`src/rtl/nfifo_rr_pkg.sv`:
```
`default_nettype none
// ============================================================================
// nfifo_rr_pkg : shared widths, depth rule and record types for nfifo_rr_reader
// Revision     : 1.0
// ============================================================================
package nfifo_rr_pkg;

  localparam int NFR_DATA_WIDTH = 64;
  localparam int NFR_FLOWS      = 4;
  localparam int NFR_LATENCY    = 1;
  localparam int NFR_FW         = $clog2(NFR_FLOWS);

  // Two spare slots on top of the read latency give back-to-back reads at 1 word/cycle.
  function automatic int nfr_depth(input int latency);
    return latency + 2;
  endfunction

  typedef struct packed {
    logic              vld;
    logic [NFR_FW-1:0] flow;
  } nfr_tag_t;

  typedef struct packed {
    logic [NFR_DATA_WIDTH-1:0] data;
    logic [NFR_FW-1:0]         flow;
  } nfr_entry_t;

endpackage
`default_nettype wire

```
`src/rtl/nfifo_rr_outbuf.sv`:
```
`default_nettype none
// ============================================================================
// nfifo_rr_outbuf : DEPTH-entry synchronous FIFO holding flow-tagged read words
// Revision        : 1.0
// ============================================================================
module nfifo_rr_outbuf
  import nfifo_rr_pkg::*;
#(
  parameter int DEPTH = 3
) (
  input  logic                         clk,
  input  logic                         rst_n,
  input  logic                         push,
  input  nfr_entry_t                   push_entry,
  input  logic                         pop,
  output logic [$clog2(DEPTH+1)-1:0]   occ,
  output nfr_entry_t                   head
);

  localparam int PW = (DEPTH > 1) ? $clog2(DEPTH) : 1;
  localparam int OW = $clog2(DEPTH + 1);

  nfr_entry_t    mem_q [DEPTH];
  nfr_entry_t    mem_d [DEPTH];
  logic [PW-1:0] wr_ptr_q, wr_ptr_d;
  logic [PW-1:0] rd_ptr_q, rd_ptr_d;
  logic [OW-1:0] occ_q, occ_d;

  // DEPTH need not be a power of two, so pointers wrap explicitly.
  function automatic logic [PW-1:0] ptr_inc(input logic [PW-1:0] p);
    return (p == PW'(DEPTH - 1)) ? '0 : p + PW'(1);
  endfunction

  always_comb begin
    mem_d    = mem_q;
    wr_ptr_d = wr_ptr_q;
    rd_ptr_d = rd_ptr_q;
    occ_d    = occ_q;
    if (push) begin
      mem_d[wr_ptr_q] = push_entry;
      wr_ptr_d        = ptr_inc(wr_ptr_q);
    end
    if (pop) begin
      rd_ptr_d = ptr_inc(rd_ptr_q);
    end
    case ({push, pop})
      2'b10:   occ_d = occ_q + OW'(1);
      2'b01:   occ_d = occ_q - OW'(1);
      default: occ_d = occ_q;
    endcase
  end

  always_ff @(posedge clk) begin
    if (!rst_n) begin
      wr_ptr_q <= '0;
      rd_ptr_q <= '0;
      occ_q    <= '0;
    end else begin
      wr_ptr_q <= wr_ptr_d;
      rd_ptr_q <= rd_ptr_d;
      occ_q    <= occ_d;
    end
  end

  always_ff @(posedge clk) begin
    mem_q <= mem_d;
  end

  assign occ  = occ_q;
  assign head = mem_q[rd_ptr_q];

endmodule
`default_nettype wire

```
`src/rtl/nfifo_rr_reader.sv`:
```
`default_nettype none
// ============================================================================
// nfifo_rr_reader : round-robin read controller for the nfifo2fifo buffer
//                   (define NFIFO_RR_ASSERT_EN to compile in protocol checks)
// Revision        : 1.0
// ============================================================================
module nfifo_rr_reader
  import nfifo_rr_pkg::*;
#(
  parameter int DATA_WIDTH = NFR_DATA_WIDTH,
  parameter int FLOWS      = NFR_FLOWS,
  parameter int LATENCY    = NFR_LATENCY
) (
  input  logic                      CLK,
  input  logic                      RESET,
  output logic [$clog2(FLOWS)-1:0]  RD_BLOCK_ADDR,
  output logic                      RD_READ,
  input  logic [FLOWS-1:0]          RD_EMPTY,
  input  logic [DATA_WIDTH-1:0]     RD_DATA_IN,
  input  logic                      RD_DATA_VLD,
  output logic [DATA_WIDTH-1:0]     TX_DATA,
  output logic [$clog2(FLOWS)-1:0]  TX_FLOW,
  output logic                      TX_SRC_RDY,
  input  logic                      TX_DST_RDY
);

  localparam int FW    = $clog2(FLOWS);
  localparam int DEPTH = nfr_depth(LATENCY);
  localparam int OW    = $clog2(DEPTH + 1);

  logic [FW-1:0] last_q, last_d;
  nfr_tag_t      tag_q [LATENCY];
  nfr_tag_t      tag_d [LATENCY];
  logic [FW-1:0] grant;
  logic [FW-1:0] idx;
  logic          any_ready;
  logic [OW:0]   busy;
  logic [OW-1:0] occ;
  logic          rd_read;
  logic          push;
  logic          pop;
  nfr_entry_t    push_entry;
  nfr_entry_t    head_entry;

  // Descending scan so the nearest non-empty flow after LAST overwrites the rest.
  always_comb begin
    grant     = last_q;
    any_ready = 1'b0;
    idx       = '0;
    for (int i = FLOWS; i >= 1; i--) begin
      idx = last_q + FW'(i);
      if (!RD_EMPTY[idx]) begin
        grant     = idx;
        any_ready = 1'b1;
      end
    end
  end

  always_comb begin
    busy = {1'b0, occ};
    for (int s = 0; s < LATENCY; s++) begin
      busy = busy + {{OW{1'b0}}, tag_q[s].vld};
    end
  end

  assign rd_read = RESET && any_ready && (busy < (OW+1)'(DEPTH));

  always_comb begin
    tag_d[0] = '{vld: rd_read, flow: grant};
    for (int s = 1; s < LATENCY; s++) begin
      tag_d[s] = tag_q[s-1];
    end
    last_d = rd_read ? grant : last_q;
  end

  always_ff @(posedge CLK) begin
    if (!RESET) begin
      last_q <= FW'(FLOWS - 1);
      for (int s = 0; s < LATENCY; s++) begin
        tag_q[s] <= '0;
      end
    end else begin
      last_q <= last_d;
      for (int s = 0; s < LATENCY; s++) begin
        tag_q[s] <= tag_d[s];
      end
    end
  end

  assign push       = tag_q[LATENCY-1].vld;
  assign push_entry = '{data: RD_DATA_IN, flow: tag_q[LATENCY-1].flow};
  assign pop        = RESET && (occ != '0) && TX_DST_RDY;

  nfifo_rr_outbuf #(
    .DEPTH (DEPTH)
  ) u_outbuf (
    .clk        (CLK),
    .rst_n      (RESET),
    .push       (push),
    .push_entry (push_entry),
    .pop        (pop),
    .occ        (occ),
    .head       (head_entry)
  );

  assign RD_READ       = rd_read;
  assign RD_BLOCK_ADDR = !RESET ? '0 : (rd_read ? grant : last_q);
  assign TX_SRC_RDY    = RESET && (occ != '0);
  assign TX_DATA       = RESET ? head_entry.data : '0;
  assign TX_FLOW       = RESET ? head_entry.flow : '0;

`ifdef NFIFO_RR_ASSERT_EN
  logic [31:0] cycle_q, cycle_d;

  always_comb cycle_d = cycle_q + 32'd1;

  always_ff @(posedge CLK) begin
    if (!RESET) cycle_q <= '0;
    else        cycle_q <= cycle_d;
  end

  always_ff @(posedge CLK) begin
    if (RESET) begin
      a_vld_tag: assert (RD_DATA_VLD == tag_q[LATENCY-1].vld)
        else $error("nfifo_rr_reader: RD_DATA_VLD disagrees with head tag, cycle %0d", cycle_q);
      a_occ_max: assert (occ <= OW'(DEPTH))
        else $error("nfifo_rr_reader: occupancy above depth, cycle %0d", cycle_q);
      a_rd_nonempty: assert (!(rd_read && RD_EMPTY[grant]))
        else $error("nfifo_rr_reader: read issued to empty flow, cycle %0d", cycle_q);
    end
  end

  a_tx_stable: assert property (@(posedge CLK) disable iff (!RESET)
      (TX_SRC_RDY && !TX_DST_RDY) |=> (TX_DATA == $past(TX_DATA) && TX_FLOW == $past(TX_FLOW)))
    else $error("nfifo_rr_reader: TX word changed while stalled, cycle %0d", cycle_q);
`else
  logic vld_unused;
  assign vld_unused = RD_DATA_VLD;
`endif

endmodule
`default_nettype wire

```
`config.mk`:
```
export PLATFORM = sky130hd
export DESIGN_NAME = nfifo_rr_reader
export DESIGN_NICKNAME = d
export VERILOG_FILES = /design/src/rtl/nfifo_rr_pkg.sv /design/src/rtl/nfifo_rr_outbuf.sv /design/src/rtl/nfifo_rr_reader.sv
export SDC_FILE = /design/constraint.sdc
export NUM_CORES = 1
export LEC_CHECK = 0
export ABC_AREA = 1
export BUFFER_PORTS_ARGS = -buffer_cell sky130_fd_sc_hd__buf_4
export CORE_ASPECT_RATIO = 2
export CORE_MARGIN = 3
export CORE_UTILIZATION = 44
export DETAILED_ROUTE_END_ITERATION = 8
export GPL_TIMING_DRIVEN = 0
export PLACE_DENSITY = 0.63
export SLEW_MARGIN = 40
export SYNTH_ARGS = -nofsm -noshare
export SYNTH_HDL_FRONTEND = slang
export SYNTH_SLANG_ARGS = --single-unit
```
`constraint.sdc`:
```
create_clock -name CLK -period 15.7 [get_ports CLK]
set_input_delay 1.57 -clock CLK [delete_from_list [all_inputs] [get_ports CLK]]
set_output_delay 1.57 -clock CLK [all_outputs]
set_load 0.01 [all_outputs]
```
==> results.yml <==
outcome:
  status: "finished, final reports clean"
power_and_ir_drop:
  switching_share_pct: 25.9
  intPower_mw: 1.01
  p_sw_mw: 0.352
  pwr-share-comb_pct: 18.4
  power_density_nw_per_um2: 131
  power.share.clock_pct: 31.7
  vdd.ir_drop.worst_uv: 118
  seqPwrFrac_pct: 49.9
  leakagePower_nw: 4.56
placed_design:
  gp_congestion: 0.759
  dpl-instance-area_um2: 9830
  io_buffers: 140
  dpl.hpwl_um: 13700
synthesis:
  synth_nets: 755
  synth_cells: 680
  synth_warnings: 0
  ys_types: 22
  synth-seq-cells: 209
  ys_seq_area_share_pct: 74.8
  avgSynthCellArea_um2: 12.1
  syn_area_um2: 8240
clocking:
  cts_resized: 0
  postCtsHoldBufs: 0
  root_buffer: "clkbuf_16"
  h-tree-depth: 1
  cts_sinks: 209
  insertion_delay_ps: 490
  clkTransAtPathRegs_ps: 60
  cts_tree: "built"
  cts_buffers: 19
  clockBufferDepth: 3
  postCtsSetupRepairBufs: 0
worst_setup_path:
  worst-path-buf-inv: 5
  max_stage_delay_ps: 510
  crit_arrival_ps: 2940
  path_cells: "buf_4, clkbuf_1, clkbuf_1, nand2_1, inv_1, buf_4"
  worstSetupStartpointType: "input port"
  crit_slowest_cell: "clkbuf_1"
  path_max_fanout: 10
  end_kind: "output pin"
  required_ps: 14130
  path_class: "in -> out"
  path_delay_family: "buffers and inverters"
layout:
  num-nets-final: 943
  mostFrequentLayoutCell: "nand2_1"
  drive_above_1_share_pct: 24.1
  stdcell_area_um2: 10400
  layout_common_cells: "249 x nand2_1, 198 x edfxtp_1, 157 x buf_4, 82 x inv_1, 48 x a22oi_1"
  post-route-util_pct: 56.8
  syn2layout_area_growth_pct: 26.2
detailed_routing:
  routed_wl_um: 19200
  drc: 0
  post_drt_via_cell_ratio: 5.07
  vias: 5567
  drt_iter0_drc: 255
  drt_pass1_iterations: 5
  final_antenna_net_count: 0
  wire_per_inst_um: 17.5
timing:
  rsz0062_at_grt: "false"
  clock_skew_ps: 9.65
  fmax_mhz: 222
  finalMaxSlewViolations: 0
  finalCritPeriodShare_pct: 28.7
  setup_tns_ps: 0
  timing.hold.ws_ps: 467
  hold_viol_final: 0
  setup_violations: 0
  fin_crit_ps: 4510
  worstMarginPinSlew_ps: 631
  slew-limit-headroom_pct: 58.0
floorplanning:
  core-area_um2: 18300
  rows: 70
  ioPinCount: 142
  start_util_pct: 45.0
  fp.dieArea_um2: 20500
  die_w_um: 103
  die_h_um: 200
global_route:
  grt_overflow: 0
  grt_pass1_wl_um: 29500
  grt_max_degree: 19
  grt_util_all_layers_pct: 18.8
  grt_pass1_vias: 5726
  antenna_found_initial: 1
job:
  max-cap-violations: 0
worst_hold_path:
  min_path_type: "reg -> reg"
-- final cells by class --
cell class / count / area (um2)
Antenna cell: 1 / 2.50
Buffer: 30 / 139
Clock buffer: 23 / 490
Clock inverter: 10 / 78.8
Fill cell: 1526 / 7900
Inverter: 83 / 312
Multi-Input combinational cell: 358 / 1640
Sequential cell: 209 / 6170
Tap cell: 216 / 270
Timing Repair Buffer: 167 / 1300
-- worst paths after layout --
path,from,endpoint,slack [ps],cells after the start
worst max-delay path,RESET,TX_DATA[26],11190,6
worst max register to register,tag_q[0][2],u_outbuf.mem_q[26],13080,9
worst min-delay path,tag_q[0][0],u_outbuf.mem_q[0],470,0
worst min register to register,tag_q[0][0],u_outbuf.mem_q[0],470,0
-- registers in the layout, indices dropped and copies added (netlist names) --
signal / cells
u_outbuf.occ: 2
tag_q: 3
last_q: 2
u_outbuf.wr_ptr_q: 2
u_outbuf.rd_ptr_q: 2
u_outbuf.mem_q: 198
-- cell usage after synthesis --
cell type / count / area, um2
a21oi_1: 9 / 45.0
a22oi_1: 48 / 360
and2_1: 2 / 12.5
buf_1: 5 / 18.8
buf_2: 12 / 60.1
buf_4: 1 / 7.51
buf_6: 1 / 11.3
clkbuf_1: 11 / 41.3
dfxtp_1: 11 / 220
edfxtp_1: 198 / 5950
ha_1: 3 / 37.5
inv_1: 82 / 308
inv_2: 1 / 3.75
nand2_1: 249 / 935
nand3_1: 24 / 120
nand4_1: 2 / 12.5
nor2_1: 10 / 37.5
nor3_1: 2 / 10.0
o211ai_1: 3 / 22.5
o21a_1: 1 / 7.51
o21ai_0: 3 / 15.0
o21ai_1: 2 / 10.0
-- metrics by stage --
step / setup slack, ps / std cells / total power, mW
floorplan: 10180 / 680 / 0.829
global placement: 6970 / 1036 / 0.931
detailed placement: 11160 / 1063 / 0.945
CTS: 11160 / 1096 / 1.38
global route: 11060 / 1097 / 1.42
finish: 11190 / 1097 / 1.36
-- cells by family (layout without fill, tap and decap cells) --
kind of cell	after synthesis	in the layout	share of synthesized area, %
compound gates	66	66	5.59
fa+ha+maj	3	3	0.455
other cells	0	1	0
simple gates	289	289	13.7
flops	209	209	74.8
buf+inv	113	313	5.47
-- power by group through the flow --
stage	registers (mW)	logic (mW)	clock network, mW
3_3_place_gp	0.700	0.231	0
5_1_grt	0.683	0.280	0.460
2_1_floorplan	0.694	0.135	0
3_5_place_dp	0.691	0.253	0
6_report	0.679	0.251	0.432
4_1_cts	0.679	0.254	0.442
-- metal layers --
layer  GRT usage (%)  up-vias  routed length [um]
met5               0        -                   0
met4            7.97        0                 773
met3            2.80       44                 930
met2            34.0      179               10400
met1            21.6     2669                7110
li1                -     2675                   -
Note: power is estimated with default switching activity, not from simulation.
